**src/rtl/seven_seg_scan_driver.sv**
```systemverilog
// seven_seg_scan_driver
// Time-multiplexes four 7-segment codes from the stopwatch onto one shared
// segment bus and four digit enables for a common-anode 4-digit display.
// The codes are snapshotted once per frame so a digit never tears mid-scan,
// and every digit slot opens with a blanked dead-time to suppress ghosting.
//
// Output timing: seg/dp/an/frame_start are all registered and reflect the
// (d, div_cnt) state one clock earlier. frame_start is a single-cycle pulse
// with no handshake: it is high for exactly the cycle after a snapshot edge.
module seven_seg_scan_driver #(
    parameter int REFRESH_DIV     = 1000,
    parameter int DEAD_CYCLES     = 16,
    parameter int SEG_ACTIVE_LOW  = 1,
    parameter int AN_ACTIVE_LOW   = 1,
    parameter int DP_DIGIT        = 1,
    parameter int BLANK_LEAD_ZERO = 1
) (
    input  logic       clk,
    input  logic       clr,
    input  logic [6:0] dig0_code,
    input  logic [6:0] dig1_code,
    input  logic [6:0] dig2_code,
    input  logic [6:0] dig3_code,
    output logic [6:0] seg,
    output logic       dp,
    output logic [3:0] an,
    output logic       frame_start
);

    // Slot counter width; REFRESH_DIV >= 2 always gives at least one bit.
    localparam int CW = (REFRESH_DIV > 2) ? $clog2(REFRESH_DIV) : 1;

    localparam logic [CW-1:0] CNT_LAST  = CW'(REFRESH_DIV - 1);
    localparam logic [CW-1:0] DEAD_END  = CW'(DEAD_CYCLES);
    localparam logic [6:0]    ZERO_CODE = 7'b1111110;

    // Pin-level inversion masks and the matching "everything off" levels.
    localparam logic [6:0] SEG_INV = (SEG_ACTIVE_LOW != 0) ? 7'h7F : 7'h00;
    localparam logic       DP_INV  = (SEG_ACTIVE_LOW != 0);
    localparam logic [3:0] AN_INV  = (AN_ACTIVE_LOW != 0) ? 4'hF : 4'h0;

    // Parameter sanity, caught at elaboration.
    if (REFRESH_DIV < 2) begin : g_chk_div_min
        $error("seven_seg_scan_driver: REFRESH_DIV must be >= 2");
    end
    if (REFRESH_DIV < DEAD_CYCLES + 1) begin : g_chk_div_dead
        $error("seven_seg_scan_driver: REFRESH_DIV must be >= DEAD_CYCLES+1");
    end
    if (DEAD_CYCLES < 0) begin : g_chk_dead
        $error("seven_seg_scan_driver: DEAD_CYCLES must be >= 0");
    end
    if ((DP_DIGIT < 0) || (DP_DIGIT > 4)) begin : g_chk_dp
        $error("seven_seg_scan_driver: DP_DIGIT must be in 0..4");
    end

    // Scan state.
    logic [CW-1:0] div_cnt;
    logic [1:0]    d;
    logic          load_pending;

    // Frame snapshot of the four incoming codes.
    logic [6:0] snap0;
    logic [6:0] snap1;
    logic [6:0] snap2;
    logic [6:0] snap3;

    // Combinational decode of the current state (active-high, pre-polarity).
    logic       slot_wrap;
    logic       take_snap;
    logic [6:0] view0;
    logic [6:0] view1;
    logic [6:0] view2;
    logic [6:0] view3;
    logic [6:0] sel_code;
    logic       in_dead;
    logic       lead_blank;
    logic       digit_on;
    logic       dp_match;
    logic [6:0] seg_on;
    logic       dp_on;
    logic [3:0] an_on;

    assign slot_wrap = (div_cnt == CNT_LAST);
    assign take_snap = load_pending | (slot_wrap & (d == 2'd3));

    // Slot counter and digit index: div_cnt wraps every REFRESH_DIV cycles and d steps 0..3.
    always_ff @(posedge clk or posedge clr) begin
        if (clr) begin
            div_cnt <= '0;
            d       <= 2'd0;
        end else if (slot_wrap) begin
            div_cnt <= '0;
            d       <= d + 2'd1;
        end else begin
            div_cnt <= div_cnt + CW'(1);
        end
    end

    // Snapshot the codes at the end of each frame, and once right after reset release.
    always_ff @(posedge clk or posedge clr) begin
        if (clr) begin
            snap0        <= 7'd0;
            snap1        <= 7'd0;
            snap2        <= 7'd0;
            snap3        <= 7'd0;
            load_pending <= 1'b1;
            frame_start  <= 1'b0;
        end else begin
            frame_start <= take_snap;
            if (take_snap) begin
                snap0        <= dig0_code;
                snap1        <= dig1_code;
                snap2        <= dig2_code;
                snap3        <= dig3_code;
                load_pending <= 1'b0;
            end
        end
    end

    // Select and gate the digit shown in the current slot (active-high levels).
    always_comb begin
        // On the load edge after reset the snapshot registers still hold the
        // reset value; look through to the inputs so a zero dead-time slot 0
        // shows the freshly loaded code rather than a cleared one.
        view0 = load_pending ? dig0_code : snap0;
        view1 = load_pending ? dig1_code : snap1;
        view2 = load_pending ? dig2_code : snap2;
        view3 = load_pending ? dig3_code : snap3;

        sel_code = 7'd0;
        case (d)
            2'd0:    sel_code = view0;
            2'd1:    sel_code = view1;
            2'd2:    sel_code = view2;
            default: sel_code = view3;
        endcase

        in_dead    = (div_cnt < DEAD_END);
        lead_blank = (BLANK_LEAD_ZERO != 0) && (d == 2'd3) && (view3 == ZERO_CODE);
        digit_on   = !in_dead && !lead_blank;
        dp_match   = ({30'd0, d} == DP_DIGIT);

        seg_on = 7'd0;
        dp_on  = 1'b0;
        an_on  = 4'd0;
        if (digit_on) begin
            seg_on = sel_code;
            dp_on  = dp_match;
            an_on  = 4'b0001 << d;
        end
    end

    // Output register: pin polarity is applied here so the pins never glitch.
    always_ff @(posedge clk or posedge clr) begin
        if (clr) begin
            seg <= SEG_INV;
            dp  <= DP_INV;
            an  <= AN_INV;
        end else begin
            seg <= seg_on ^ SEG_INV;
            dp  <= dp_on ^ DP_INV;
            an  <= an_on ^ AN_INV;
        end
    end

endmodule
```
**config.mk**
```make
export PLATFORM = sky130hd
export DESIGN_NAME = seven_seg_scan_driver
export DESIGN_NICKNAME = d
export VERILOG_FILES = /design/src/rtl/seven_seg_scan_driver.sv
export SDC_FILE = /design/constraint.sdc
export NUM_CORES = 1
export LEC_CHECK = 0
export BUFFER_PORTS_ARGS = -buffer_cell sky130_fd_sc_hd__buf_4
export CORE_UTILIZATION = 55
export DETAILED_ROUTE_END_ITERATION = 7
export MAX_ROUTING_LAYER = met4
export PLACE_DENSITY_LB_ADDON = 0.12
export SLEW_MARGIN = 25
export SYNTH_ARGS = -nofsm -noshare
export SYNTH_HDL_FRONTEND = slang
export SYNTH_SLANG_ARGS = --single-unit
```
**constraint.sdc**
```tcl
create_clock -name clk -period 2.1 [get_ports clk]
set_input_delay 0 -clock clk [delete_from_list [all_inputs] [get_ports clk]]
set_output_delay 0 -clock clk [all_outputs]
set_load 0.01 [all_outputs]
```
* Yosys cells after proc, flatten, opt, wreduce, memory -nomap -nowiden
Index checks and enable logic that the tools add are counted.
Storage, ports and cells: logic and storage cells 39, bits of input ports 30, output and inout bits 13, register bits 54
Cells by class: bitwise operators 5, reductions and logical operators 5, $lt $le $gt $ge 1, shift-type cells 1, eq/ne operators 5, mux-type cells 9, add/sub/neg operators 2
Operators by type and width (number):
- two-way mux 7 bit | 5
- one-hot mux 7 bit (3 select lines) | 1
- adder 10 x 1 -> 10 bit, second input constant | 1
- equality test 10 bit, second input constant | 1
- < comparator 10 x 5 -> 1 bit, second input constant | 1
- two-way mux 10 bit | 1
- equality test 7 bit, second input constant | 1
- NOT 7 bit | 1
- equality test 2 bit, second input constant | 2
- two-way mux 4 bit | 1
- NOT 4 bit | 1
- left shift 1 x 2 -> 4 bit, first input constant | 1
- adder 2 x 1 -> 2 bit, second input constant | 1
- equality test 2 x 1 -> 1 bit, second input constant | 1
- logical AND 1 bit | 2
- logical NOT 1 bit | 2
- logical NOT 2 bit | 1
- AND 1 bit | 1
- two-way mux 1 bit | 1
- NOT 1 bit | 1
- bitwise OR 1 bit | 1

* Longest topological paths before layout
depth after elaboration 7, mapped depth 7, gate-level depth less buffers 6

* Least setup slack after synthesis
OpenSTA, ideal clock, no wires.
path kind flip-flop to flip-flop, start register div_cnt[0], end register snap0[0], clock period less this slack 1.721 ns, data required time 1.975 ns, arrival 1.596 ns, cell stages (with the launch flop) 8, slack 0.379 ns, setup time 0.125 ns, path buffers 2, cell sequence dfrtp_1 > ha_1 > nand3_1 > nor3_2 > a21oi_1 > buf_4 > buf_6 > mux2_4
Between the ends: longest elaborated chain between the ends 3
RTL lines:
- start: declaration | line 57 | logic [CW-1:0] div_cnt;
- start signal: assignment | line 95 | div_cnt <= div_cnt + CW'(1);
- equality test 10 bit | line 83 | assign slot_wrap = (div_cnt == CNT_LAST);
- AND 1 bit | line 84 | assign take_snap = load_pending | (slot_wrap & (d == 2'd3));
- bitwise OR 1 bit | line 84
- end signal: assignment | line 111 | snap0 <= dig0_code;
- end: declaration | line 62 | logic [6:0] snap0;
No other way between the ends. A chain may end at the register's enable or synchronous reset.

* Worst setup path in the final report
start register d[0], end register seg[0]
Between the ends: longest elaborated chain between the ends 6, elaborated cells on any way between the ends 10, classes of those cells eq/ne (3); mux (2); bitwise (1); reduce/logical (4)
RTL lines:
- start: declaration | line 58 | logic [1:0] d;
- start signal: assignment | line 93 | d <= d + 2'd1;
- equality test 2 bit | line 139 | lead_blank = (BLANK_LEAD_ZERO != 0) && (d == 2'd3) && (view3 == ZERO_CODE);
- logical AND 1 bit | line 139
- logical NOT 1 bit | line 140 | digit_on = !in_dead && !lead_blank;
- logical AND 1 bit | line 140
- two-way mux 7 bit * | line 146 | if (digit_on) begin
- NOT 7 bit (no line) *
- end signal: assignment | line 160 | seg <= seg_on ^ SEG_INV;
- end: declaration | line 24 | output logic [6:0] seg,
Mark *: on every way between the ends. The rest lies on a longest branch, timed or not.

==> impl_metrics.py <==
metrics = {
    "critical_path": {
        "slowest_stage": "ha_1",
        "critPathMaxFanout": 15,
        "critPathRequiredTime_ps": 2330,
        "rrSetupSlack_ps": 290,
        "crit_family": "compound AO/OA/AOI/OAI gates",
        "timing.rr.start": "d[0]$_DFFE_PP0N_",
        "r2r-end": "seg[0]$_DFF_PP1_",
        "start_kind": "flop",
        "cp.arrival_ps": 2050,
        "end_kind": "flop",
        "crit_path_max_incr_delay_ps": 490,
        "path_cells": "inv_1 -> ha_1 -> a22oi_1 -> a21oi_1 -> a211oi_1 -> a211o_1",
        "crit_type": "flop to flop",
        "reg2regPathDepth": 6,
        "critPathBufInv": 1,
    },
    "layout": {
        "fillers": 310,
        "area_growth_pct": 31.1,
        "drive_above_1_share_pct": 36.8,
        "num-nets-final": 311,
        "diodes": 0,
    },
    "cts": {
        "cts_tree": "yes",
        "htreeDepth": 2,
        "cts.sinks": 53,
        "hold_buffers": 29,
        "cts_made_buffers": 5,
        "post-cts-setup-buffers": 0,
        "cts_resized": 0,
        "clk_latency_ps": 310,
        "clockBufferDepth": 2,
        "root_buffer": "clkbuf_8",
        "path_clk_slew_ps": 90,
    },
    "timing": {
        "finalHoldViolCount": 0,
        "fin_skew_ps": 10.7,
        "timing.hold.ws_ps": 283,
        "setup-violations-final": 0,
        "min_period_over_period_pct": 86.4,
        "fin_setup_tns_ps": 0,
        "tightest_slew_ps": 522,
        "rsz0062_at_grt": "false",
        "max_freq_mhz": 551,
        "slew_headroom_pct": 65.2,
        "drv_slew": 0,
        "min_period_ps": 1810,
    },
    "routing": {
        "drt-total-wl_um": 5470,
        "vias": 1860,
        "drc": 0,
        "drtPass1Iterations": 6,
        "ant_nets": 0,
        "drt-vias-per-instance": 5.65,
        "routedWlPerCell_um": 16.6,
        "drt_iter0_drc": 151,
    },
    "synthesis": {
        "async_flop_share_pct": 100,
        "synth_edf_count": 0,
        "synth_common_cells": "41 x dfrtp_1, 21 x mux2_2, 12 x dfstp_2, 12 x nand2_1, 10 x o21ai_0",
        "synth_seq_cells": 53,
        "synth_compound_area_share_pct": 12.5,
        "synth_top_area_share_pct": 40.8,
        "yosysTopAreaCell": "dfrtp_1",
        "synth_ff_type": "dfrtp_1",
        "syn_area_per_cell_sq_um": 12.3,
        "syn_nets": 239,
        "synth.most_common_cell": "dfrtp_1",
        "yosysWarningCount": 0,
        "netlist_area_sq_um": 2510,
        "synth.mux.area_fraction_pct": 18.0,
        "synth_top_family_by_area": "multiplexers",
        "synth-adder-area-share_pct": 2.49,
        "netlist_top_cells_area": "dfrtp_1 41%, dfstp_2 13%, mux2_2 9.4%",
        "syn-instance-count": 204,
        "yosys.area_share.simple_pct": 8.06,
        "synth-xor-area-share_pct": 1.74,
        "yosysUniqueCellTypes": 39,
        "yosysSeqAreaShare_pct": 53.4,
    },
    "floorplanning": {
        "pin_count": 43,
        "die_w_um": 69.6,
        "row_count": 24,
        "core-area_sq_um": 4380,
        "start_util_pct": 57.3,
        "die_h_um": 69.6,
        "die_area_sq_um": 4840,
    },
    "run": {
        "max-cap-violations": 0,
    },
    "global_route": {
        "antenna_found_initial": 0,
        "grt_max_degree": 32,
        "grt_pass1_vias": 1994,
        "overflow": 0,
        "grt_pass1_wl_um": 9370,
        "grt_use_total_pct": 25.3,
    },
    "pwr": {
        "power.density_nw_per_um2": 624,
        "leakage_nw": 1.46,
        "ir_drop_uv": 408,
    },
    "place": {
        "dpl.hpwl_um": 3640,
        "port_buffers": 42,
        "gp_congestion": 0.834,
    },
    "min_path": {
        "hp-class": "input port to async pin",
    },
    "run_status": {
        "outcome": "finished, final reports clean",
    },
}
-- power by group --
| part | total, W | internal, W | switching [W] | leakage [nW] |
|---|---|---|---|---|
| sequential | 0.00114 | 0.00110 | 0.0000419 | 0.617 |
| combinational | 0.000311 | 0.000189 | 0.000122 | 0.796 |
| clock | 0.000604 | 0.000268 | 0.000336 | 0.0512 |
-- metrics by stage --
step                instance area [sq um]  setup WS [ps]  instances  power (W)  util (%)
finish                               3300            286        329    0.00206      75.2
global route                         3300            152        329    0.00214      75.2
CTS                                  3300            288        329    0.00206      75.2
detailed placement                   2910            301        292    0.00142      66.4
global placement                     2910            315        292    0.00142      66.4
floorplan                            2510            379        204    0.00130         -
-- worst max-delay path by stage --
stage / from / to / cells after the start / slack, ps
2_1_floorplan: div_cnt[0]$_DFF_PP0_ / snap0[0]$_DFFE_PP0P_ / 7 / 380
3_3_place_gp: d[0]$_DFFE_PP0N_ / seg[0]$_DFF_PP1_ / 6 / 310
3_5_place_dp: d[0]$_DFFE_PP0N_ / seg[0]$_DFF_PP1_ / 6 / 300
4_1_cts: d[0]$_DFFE_PP0N_ / seg[0]$_DFF_PP1_ / 6 / 290
5_1_grt: d[0]$_DFFE_PP0N_ / seg[0]$_DFF_PP1_ / 6 / 150
6_report: d[0]$_DFFE_PP0N_ / seg[0]$_DFF_PP1_ / 6 / 290
-- cell type report --
class	count	area [sq um]	area share, %
sequential	53	1340	40.7
multi-input combinational	132	1090	33.1
tap	52	65.1	1.97
timing repair buffer	77	676	20.5
clock inverter	2	13.8	0.418
clock buffer	6	82.6	2.51
inverter	7	26.3	0.797
-- state kept, by name, indices dropped and copies added (netlist names) --
signal and flops:
d 2, an 4, load_pending 1, snap3 7, div_cnt 10, seg 7
snap0 7, snap1 7, frame_start 1, snap2 7
-- kinds of logic after synthesis --
kind of cell,after synthesis
compound gates,43
xor+xnor,5
flops,53
simple gates,40
other cells,1
fa+ha+maj,5
mux,38
buf+inv,19
-- layer usage --
layer	GRT usage [%]	part of all wire (%)	vias to the layer above
met5	-	0	-
met4	7.26	1.2	0
met3	4.36	3.6	6
met2	44.6	54	51
met1	29.7	41	911
li1	-	-	892
-- worst reg2reg max path, delay by kind of cell, from the launching register on --
| family | cells | cell delay, ps |
|---|---|---|
| buffers and inverters | 1 | 120 |
| AO/OA/AOI/OAI | 4 | 730 |
| adder cells (fa/ha/maj) | 1 | 490 |
| flip-flops | 1 | 410 |
-- layout by cell type (no fill, tap or decap), types with 2 or more instances in the layout --
master	n
nand3_1	7
mux2i_1	8
a22oi_1	2
a222oi_1	4
nor2_1	7
inv_1	6
nand2_1	12
dfrtp_1	41
nor3_1	3
clkbuf_8	6
or3_1	2
a211oi_1	3
nand4_1	2
dfstp_2	12
buf_4	46
mux2_2	21
o21ai_0	10
xnor2_1	3
dlygate4sd3_1	29
buf_12	2
xor2_1	2
ha_1	5
a21oi_1	6
mux2_4	9
o221ai_1	4
a221oi_1	8
No activity file was read; power rests on OpenSTA's default activity.
